## config.mk

```make
export PLATFORM = sky130hd
export DESIGN_NAME = hash_job_arbiter
export DESIGN_NICKNAME = d
export VERILOG_FILES = /design/src/rtl/hash_job_arbiter.sv
export SDC_FILE = /design/constraint.sdc
export NUM_CORES = 1
export LEC_CHECK = 0
export BUFFER_PORTS_ARGS = -buffer_cell sky130_fd_sc_hd__buf_4
export CAP_MARGIN = 20
export CORE_AREA = 2 2 201 203
export DETAILED_ROUTE_END_ITERATION = 8
export DIE_AREA = 0 0 203 205
export PLACE_DENSITY_LB_ADDON = 0.3
export SKIP_LAST_GASP = 1
export SLEW_MARGIN = 20
export SYNTH_ARGS = -nofsm -noshare
export SYNTH_HDL_FRONTEND = slang
export SYNTH_SLANG_ARGS = --single-unit
```

## constraint.sdc

```tcl
create_clock -name clk -period 2.05 [get_ports clk]
set_input_delay 0.41 -clock clk [delete_from_list [all_inputs] [get_ports clk]]
set_output_delay 0.41 -clock clk [all_outputs]
set_load 0.1 [all_outputs]
```

## src/rtl/hash_job_arbiter.sv

```systemverilog
// Round-robin arbiter that hands hash jobs from NREQ requesters to a single hash core,
// waits for completion or timeout, and returns a one-cycle response to the job owner.
module hash_job_arbiter #(
  parameter int NREQ    = 4,
  parameter int TIMEOUT = 65535
) (
  input  logic                 clk,
  input  logic                 reset,
  input  logic [NREQ-1:0]      req_valid,
  input  logic [2*NREQ-1:0]    req_opcode,
  input  logic [32*NREQ-1:0]   req_message_addr,
  input  logic [32*NREQ-1:0]   req_size,
  input  logic [32*NREQ-1:0]   req_output_addr,
  output logic [NREQ-1:0]      req_ready,
  output logic [NREQ-1:0]      resp_valid,
  output logic                 resp_err,
  output logic                 core_start,
  output logic [1:0]           core_opcode,
  output logic [31:0]          core_message_addr,
  output logic [31:0]          core_size,
  output logic [31:0]          core_output_addr,
  input  logic                 core_done,
  output logic                 busy,
  output logic [2:0]           owner
);

  localparam int PW = (NREQ > 1) ? $clog2(NREQ) : 1;
  localparam int IW = PW + 1;
  localparam int CW = $clog2(TIMEOUT + 1);
  localparam logic [CW-1:0] TIMEOUT_C = CW'(TIMEOUT);

  typedef enum logic [1:0] {IDLE, ISSUE, BUSY, RESP} state_t;

  state_t          state_reg, state_next;
  logic [PW-1:0]   rr_ptr_reg;
  logic [PW-1:0]   owner_reg;
  logic [CW-1:0]   count_reg;
  logic            done_q_reg;
  logic            err_reg;
  logic [1:0]      opcode_reg;
  logic [31:0]     message_addr_reg;
  logic [31:0]     size_reg;
  logic [31:0]     output_addr_reg;

  logic [1:0]      op_arr   [NREQ];
  logic [31:0]     msg_arr  [NREQ];
  logic [31:0]     size_arr [NREQ];
  logic [31:0]     out_arr  [NREQ];

  logic            grant_found;
  logic [PW-1:0]   winner;
  logic [PW-1:0]   rr_ptr_next;
  logic [IW-1:0]   idx;
  logic            grant_en;
  logic            resp_en;
  logic            done_rise;
  logic            timed_out;

  generate
    for (genvar gi = 0; gi < NREQ; gi++) begin : g_slice
      assign op_arr[gi]   = req_opcode[2*gi +: 2];
      assign msg_arr[gi]  = req_message_addr[32*gi +: 32];
      assign size_arr[gi] = req_size[32*gi +: 32];
      assign out_arr[gi]  = req_output_addr[32*gi +: 32];
      assign req_ready[gi]  = grant_en && (winner == PW'(gi));
      assign resp_valid[gi] = resp_en && (owner_reg == PW'(gi));
    end
  endgenerate

  // Search starts at rr_ptr and wraps, so the first valid requester at or after it wins.
  always_comb begin
    grant_found = 1'b0;
    winner      = '0;
    idx         = '0;
    for (int k = 0; k < NREQ; k++) begin
      idx = {1'b0, rr_ptr_reg} + IW'(k);
      if (idx >= IW'(NREQ)) idx = idx - IW'(NREQ);
      if (!grant_found && req_valid[idx[PW-1:0]]) begin
        grant_found = 1'b1;
        winner      = idx[PW-1:0];
      end
    end
    rr_ptr_next = (winner == PW'(NREQ - 1)) ? '0 : winner + PW'(1);
  end

  // A done level already high before BUSY is not a completion; only a fresh rise counts.
  assign done_rise = core_done && !done_q_reg;
  assign timed_out = (count_reg == TIMEOUT_C);

  always_ff @(posedge clk) begin
    if (reset) begin
      state_reg        <= IDLE;
      rr_ptr_reg       <= '0;
      owner_reg        <= '0;
      count_reg        <= '0;
      done_q_reg       <= 1'b0;
      err_reg          <= 1'b0;
      opcode_reg       <= '0;
      message_addr_reg <= '0;
      size_reg         <= '0;
      output_addr_reg  <= '0;
    end else begin
      state_reg  <= state_next;
      done_q_reg <= core_done;
      case (state_reg)
        IDLE: begin
          if (grant_found) begin
            owner_reg        <= winner;
            rr_ptr_reg       <= rr_ptr_next;
            opcode_reg       <= op_arr[winner];
            message_addr_reg <= msg_arr[winner];
            size_reg         <= size_arr[winner];
            output_addr_reg  <= out_arr[winner];
          end
        end
        ISSUE: count_reg <= '0;
        BUSY: begin
          if (!timed_out) count_reg <= count_reg + CW'(1);
          if (done_rise) err_reg <= 1'b0;
          else if (timed_out) err_reg <= 1'b1;
        end
        default: ;
      endcase
    end
  end

  always_comb begin
    state_next = state_reg;
    case (state_reg)
      IDLE:    if (grant_found) state_next = ISSUE;
      ISSUE:   state_next = BUSY;
      BUSY:    if (done_rise || timed_out) state_next = RESP;
      RESP:    state_next = IDLE;
      default: state_next = IDLE;
    endcase
  end

  // Strobes are gated by reset so they are inactive for the whole time reset is held.
  always_comb begin
    grant_en   = 1'b0;
    resp_en    = 1'b0;
    core_start = 1'b0;
    busy       = 1'b0;
    if (!reset) begin
      grant_en   = (state_reg == IDLE) && grant_found;
      core_start = (state_reg == ISSUE);
      resp_en    = (state_reg == RESP);
      busy       = (state_reg != IDLE);
    end
  end

  assign resp_err          = resp_en && err_reg;
  assign core_opcode       = opcode_reg;
  assign core_message_addr = message_addr_reg;
  assign core_size         = size_reg;
  assign core_output_addr  = output_addr_reg;
  assign owner             = 3'(owner_reg);

endmodule

```

## Yosys cells after proc, flatten, opt, wreduce, memory -nomap -nowiden

Index checks and enable logic that the tools add are counted.

- $add $sub $neg: 9
- Magnitude comparators: 9
- Eq/ne operators: 13
- Multiplexer cells: 44
- Bitwise operators: 1
- Reduce and logical (&&, ||, !) cells: 29

Operators by type and width:

| cell | number |
|---|---|
| $bmux 32 s2 | 3 |
| $mux 32 | 6 |
| $pmux 16 s2 | 1 |
| $mux 2 | 13 |
| $add 16x1->16 const B | 1 |
| $eq 16x16->1 const B | 1 |
| $mux 16 | 1 |
| $logic_and 1x1->1 | 14 |
| $mux 1 | 14 |
| $eq 2x2->1 const B | 6 |
| $ge 3x3->1 const B | 4 |
| $lt 2x3->1 const B | 4 |
| $bmux 1 s2 | 4 |
| $pmux 2 s4 | 1 |
| $reduce_and 2->1 | 4 |
| $sub 2x1->2 const B | 4 |
| $add 2x2->3 const B | 2 |
| $eq 2x1->1 const B | 3 |
| $logic_not 2->1 | 3 |
| $ne 2x2->1 const B | 3 |
| $reduce_bool 2->1 | 3 |
| $bmux 2 s2 | 1 |
| $logic_not 1->1 | 4 |
| $add 2x1->3 const B | 1 |
| other kinds (4) | 4 |

- Bits in registers: 122
- Input port bits: 399
- Output and inout port bits: 112
- Word-level logic and storage cells: 115

## Longest topological paths before layout

- Word-level depth: 18
- Gate-level depth with buffers: 11
- Mapped depth without buffers: 7

## Worst setup path before layout

Ideal clock, no wire load.

- Path kind: reg-to-output
- Start point: reg owner_reg[0]
- End point: out resp_valid[0]
- Arrival: 3.031 ns
- Data required time: 1.640 ns
- Setup slack: -1.391 ns
- Cell stages (with the launch flop): 2
- Path buffers: 0
- Path through: dfxtp_1 nor3b_1

- Longest elaborated chain between the ends: 2

RTL lines:

| item | RTL line | text |
|---|---|---|
| from (decl) | 36 | `logic [PW-1:0] owner_reg;` |
| from (signal assigned) | 108 | `owner_reg <= winner;` |
| $logic_not 2->1 | 66 | `assign resp_valid[gi] = resp_en && (owner_reg == PW'(gi));` |
| $logic_and 1x1->1 | 66 |  |
| to (decl) | 15 | `output logic [NREQ-1:0] resp_valid,` |

Every way passes these cells.

## Worst setup path after layout

- Start point: reg rr_ptr_reg[0]
- End point: out req_ready[2]

- Longest elaborated chain between the ends: 17
- Elaborated cells between the ends (all ways): 41
- Those cells by class: 7 x add/sub; 4 x order compare; 1 x eq/ne; 21 x mux; 8 x reduce/logical

RTL lines:

| item | RTL line | text |
|---|---|---|
| from (decl) | 35 | `logic [PW-1:0] rr_ptr_reg;` |
| from (signal assigned) | 109 | `rr_ptr_reg <= rr_ptr_next;` |
| branches (longest 16 deep; another with $add 2x1->3) | n/a |  |
| $logic_and 1x1->1 * | 65 | `assign req_ready[gi] = grant_en && (winner == PW'(gi));` |
| to (decl) | 14 | `output logic [NREQ-1:0] req_ready,` |

Every way passes the cells marked *. The select of a mux whose other input is x is not followed.

==> impl_results.md <==
- Worst vdd ir: 0.779 mV
- Seq pwr share: 0.193
- First-pass GRT wire length: between 40000 and 50000 µm
- Root Buffer: clkbuf_16
- Final-stage net count: between 1500 and 2000
- Final period util: 1.09
- Final setup viols: 5
- Synth Area in Compound Gates: 0.307
- Largest net degree at the start of global routing: a little over 50
- Reg2reg setup slack: roughly 0.070 ns
- CTS Hold Buffers Added: 0
- XOR/XNOR Fraction of Synth Area: 0.00130
- Share of layout cells above drive strength 1: 0.529
- Status: complete, but fails checks
- Footprint of the multi-input gates: about 3800 µm²
- Synth Area in Simple Gates: 0.0609
- Total routed wirelength: ~32000 µm
- Clk network pwr share: 0.145
- Syn Area/Cell: approximately 9.3 µm²
- ANT nets after route: 0
- Starting Density: 0.171
- Failing checks: setup timing
- Adder-Cell Fraction of Synth Area: 0.0130
- Pwr dens: roughly 1600 nW/µm²
- Core box area: slightly below 40000 µm²
- Ys async rst share: 0
- Sw Share: 0.559
- Fin. Hold Viols: 0
- Number of port buffers: roughly 510
- I/O pin count: approximately 510
- Placer Congestion: around 0.87
- Clock skew: just over 0.008 ns
- Vias in the first global route: 8184
- TritonRoute pass-1 iters: 6
- Internal: 9.08 mW
- Yosys warning total: 0
- TritonCTS buffer count: 17
- Leakage: 5.96 nW
- Register area share after synthesis: 0.364
- Grt ovf: 0
- CP required: about 1.6 ns
- Max Root-Sink Buffers: 2
- WL/cell: 17.9 µm
- # diodes: 0
- Overall routing resource usage: 0.144
- WP data arrival: between 1.5 and 2 ns
- FP Rows: 73
- Cell Area, Synth: between 6000 and 7000 µm²
- Clock transition at the registers of the reported paths: 0.06 ns
- Syn Inst Count: just over 700
- DIE AREA: ~42000 µm²
- Chip Height: between 200 and 250 µm
- Comb pwr share: 0.662
- Fillcell total: 4103
- Reg2reg start: rr_ptr_reg[0]$_SDFFE_PP0P_
- Synthesized flop and latch total: 122
- DP Worst Slack: -0.0932 ns
- Post-Syn Nets: around 1100
- TritonCTS clock tree: built
- Maximum clock frequency: between 400 and 500 MHz
- Startpoint Class: flop
- Max_cap viols: 0
- Largest family of logic cells by synthesized area: compound AO/OA/AOI/OAI gates
- Net switching power: approximately 12 mW
- Proportion of synthesized area in mux cells: 0.151
- Post-synth top flop: dfxtp_1
- CP Launch Point: rr_ptr_reg[0]$_SDFFE_PP0P_
- Endpoint class of the critical path: output pin
- HP Start: req_output_addr[0]
- Final setup margin: -0.180 ns
- Synthesis-to-finish area growth: 88.6%
- Clock latency on the worst-skew pair: 0.43 ns
- RSZ-0062 raised after global routing: true
- Crit path max fanout: 3
- Storage cell area: between 2000 and 2500 µm²
- Clock tree sinks: between 100 and 150
- DR iter-0 viols: ~400
- Antenna violations before repair: 0
- Netlist cell types: 53
- Max-slew violations: 0
- Fin crit period: 2.23 ns
- Die Width: between 200 and 250 µm
- Via Count: ~8000
- Setup_tns: -0.592 ns
- Remaining DRCs: 0
- Hold Crit Class: in -> reg
- DP Wirelength: 24500 µm
- Routed vias/inst: 4.46
- Post-synth EDFFs: 0
- Kind of critical path: reg -> out
- H-tree level count: 4
==> path summary, 6_finish.rpt <==
check	endpoint	cells after the start
hold reg to reg	err_reg$_SDFFE_PP0P_	2
setup reg to reg	core_output_addr[27]$_SDFFE_PP0P_	8
setup / recovery	req_ready[2]	7
hold / removal	core_output_addr[0]$_SDFFE_PP0P_	3
==> per-stage QoR <==
stage                     power [mW]  cells  utilization  area, µm²  hold slack [ns]
after floorplan                 13.5    722            -       6860            0.447
after global placement          17.2   1757        0.296      11700            0.470
after detailed placement        17.2   1757        0.296      11700            0.473
after CTS                       20.5   1798        0.316      12400            0.170
after global routing            21.4   1802        0.322      12700            0.186
final                           20.6   1802        0.322      12700            0.206
==> synthesized netlist by cell type, types with 4 or more instances <==
cell	instances	area share
nand4_1	5	0.0047
a22oi_1	88	0.098
buf_2	24	0.018
nor3_1	5	0.0037
and3_1	6	0.0056
o221ai_1	88	0.11
inv_1	107	0.060
clkbuf_1	28	0.016
ha_1	7	0.013
nor2_1	19	0.011
nor2b_1	5	0.0047
dfxtp_1	122	0.36
o21a_1	4	0.0045
a21oi_1	12	0.0089
a22oi_2	10	0.019
nand2_1	11	0.0061
o31ai_1	5	0.0056
o221ai_2	10	0.022
mux2i_1	100	0.15
o21ai_0	5	0.0037
nand3_1	8	0.0060
==> per-layer routing <==
metal | up-vias | routed length, µm | global-route usage
met5 | - | 0 | 0
met4 | 0 | 598 | 0.0542
met3 | 28 | 2790 | 0.0393
met2 | 375 | 16300 | 0.256
met1 | 3777 | 12500 | 0.165
li1 | 3850 | - | -
==> logic make-up after synthesis <==
| family | count (synthesis) |
|---|---|
| AOI/OAI and AO/OA | 247 |
| buffers and inverters | 166 |
| DFF | 122 |
| muxes | 101 |
| and+or+nand+nor | 77 |
| adders and majority gates | 7 |
| other | 1 |
| xor gates and xnor gates | 1 |
==> critical path: stages, from the launching register on <==
cell	delay, ns
dfxtp_4	0.37
nand2b_4	0.14
a21oi_2	0.06
nor3_4	0.25
inv_2	0.08
ha_4	0.16
and3_4	0.17
buf_12	0.16
==> layout make-up <==
| type | instances | share of cell area |
|---|---|---|
| flip-flops and latches | 122 | 0.194 |
| well taps | 525 | 0.0519 |
| inverters | 107 | 0.0317 |
| repair buffers | 584 | 0.377 |
| clock buffers | 23 | 0.0393 |
| multi-input cells | 434 | 0.300 |
| clock inverters | 7 | 0.00524 |
==> power groups by stage <==
stage / clock network, mW / registers [mW] / logic (mW)
2_1_floorplan: 0 / 10.3 / 3.17
3_3_place_gp: 0 / 3.97 / 13.2
3_5_place_dp: 0 / 3.96 / 13.2
4_1_cts: 3.08 / 3.96 / 13.5
5_1_grt: 3.17 / 4.10 / 14.1
6_report: 2.98 / 3.99 / 13.6
==> placed cells by master (no fill, tap or decap), types with 4 or more instances in the layout <==
cell type,n
nand4_1,5
a22oi_1,88
clkbuf_16,20
mux2i_1,99
nor2b_4,4
nor3_1,5
inv_1,104
buf_12,22
buf_6,7
nand3_1,7
nand2_1,9
buf_4,550
clkinv_2,4
a21oi_1,10
o31ai_1,5
dfxtp_1,116
o221ai_2,10
a22oi_2,10
clkbuf_8,5
o21ai_0,5
o221ai_1,88
ha_4,4
nor2_1,15
==> repair_timing <==
action                                  in CTS  in global routing
resized for setup                           36                 31
gates cloned                                 0                  3
endpoints found under the setup margin      10                 92
pin swaps                                    7                  5
buffers inserted                            11                  2
Power figures use the tool's default switching activity.
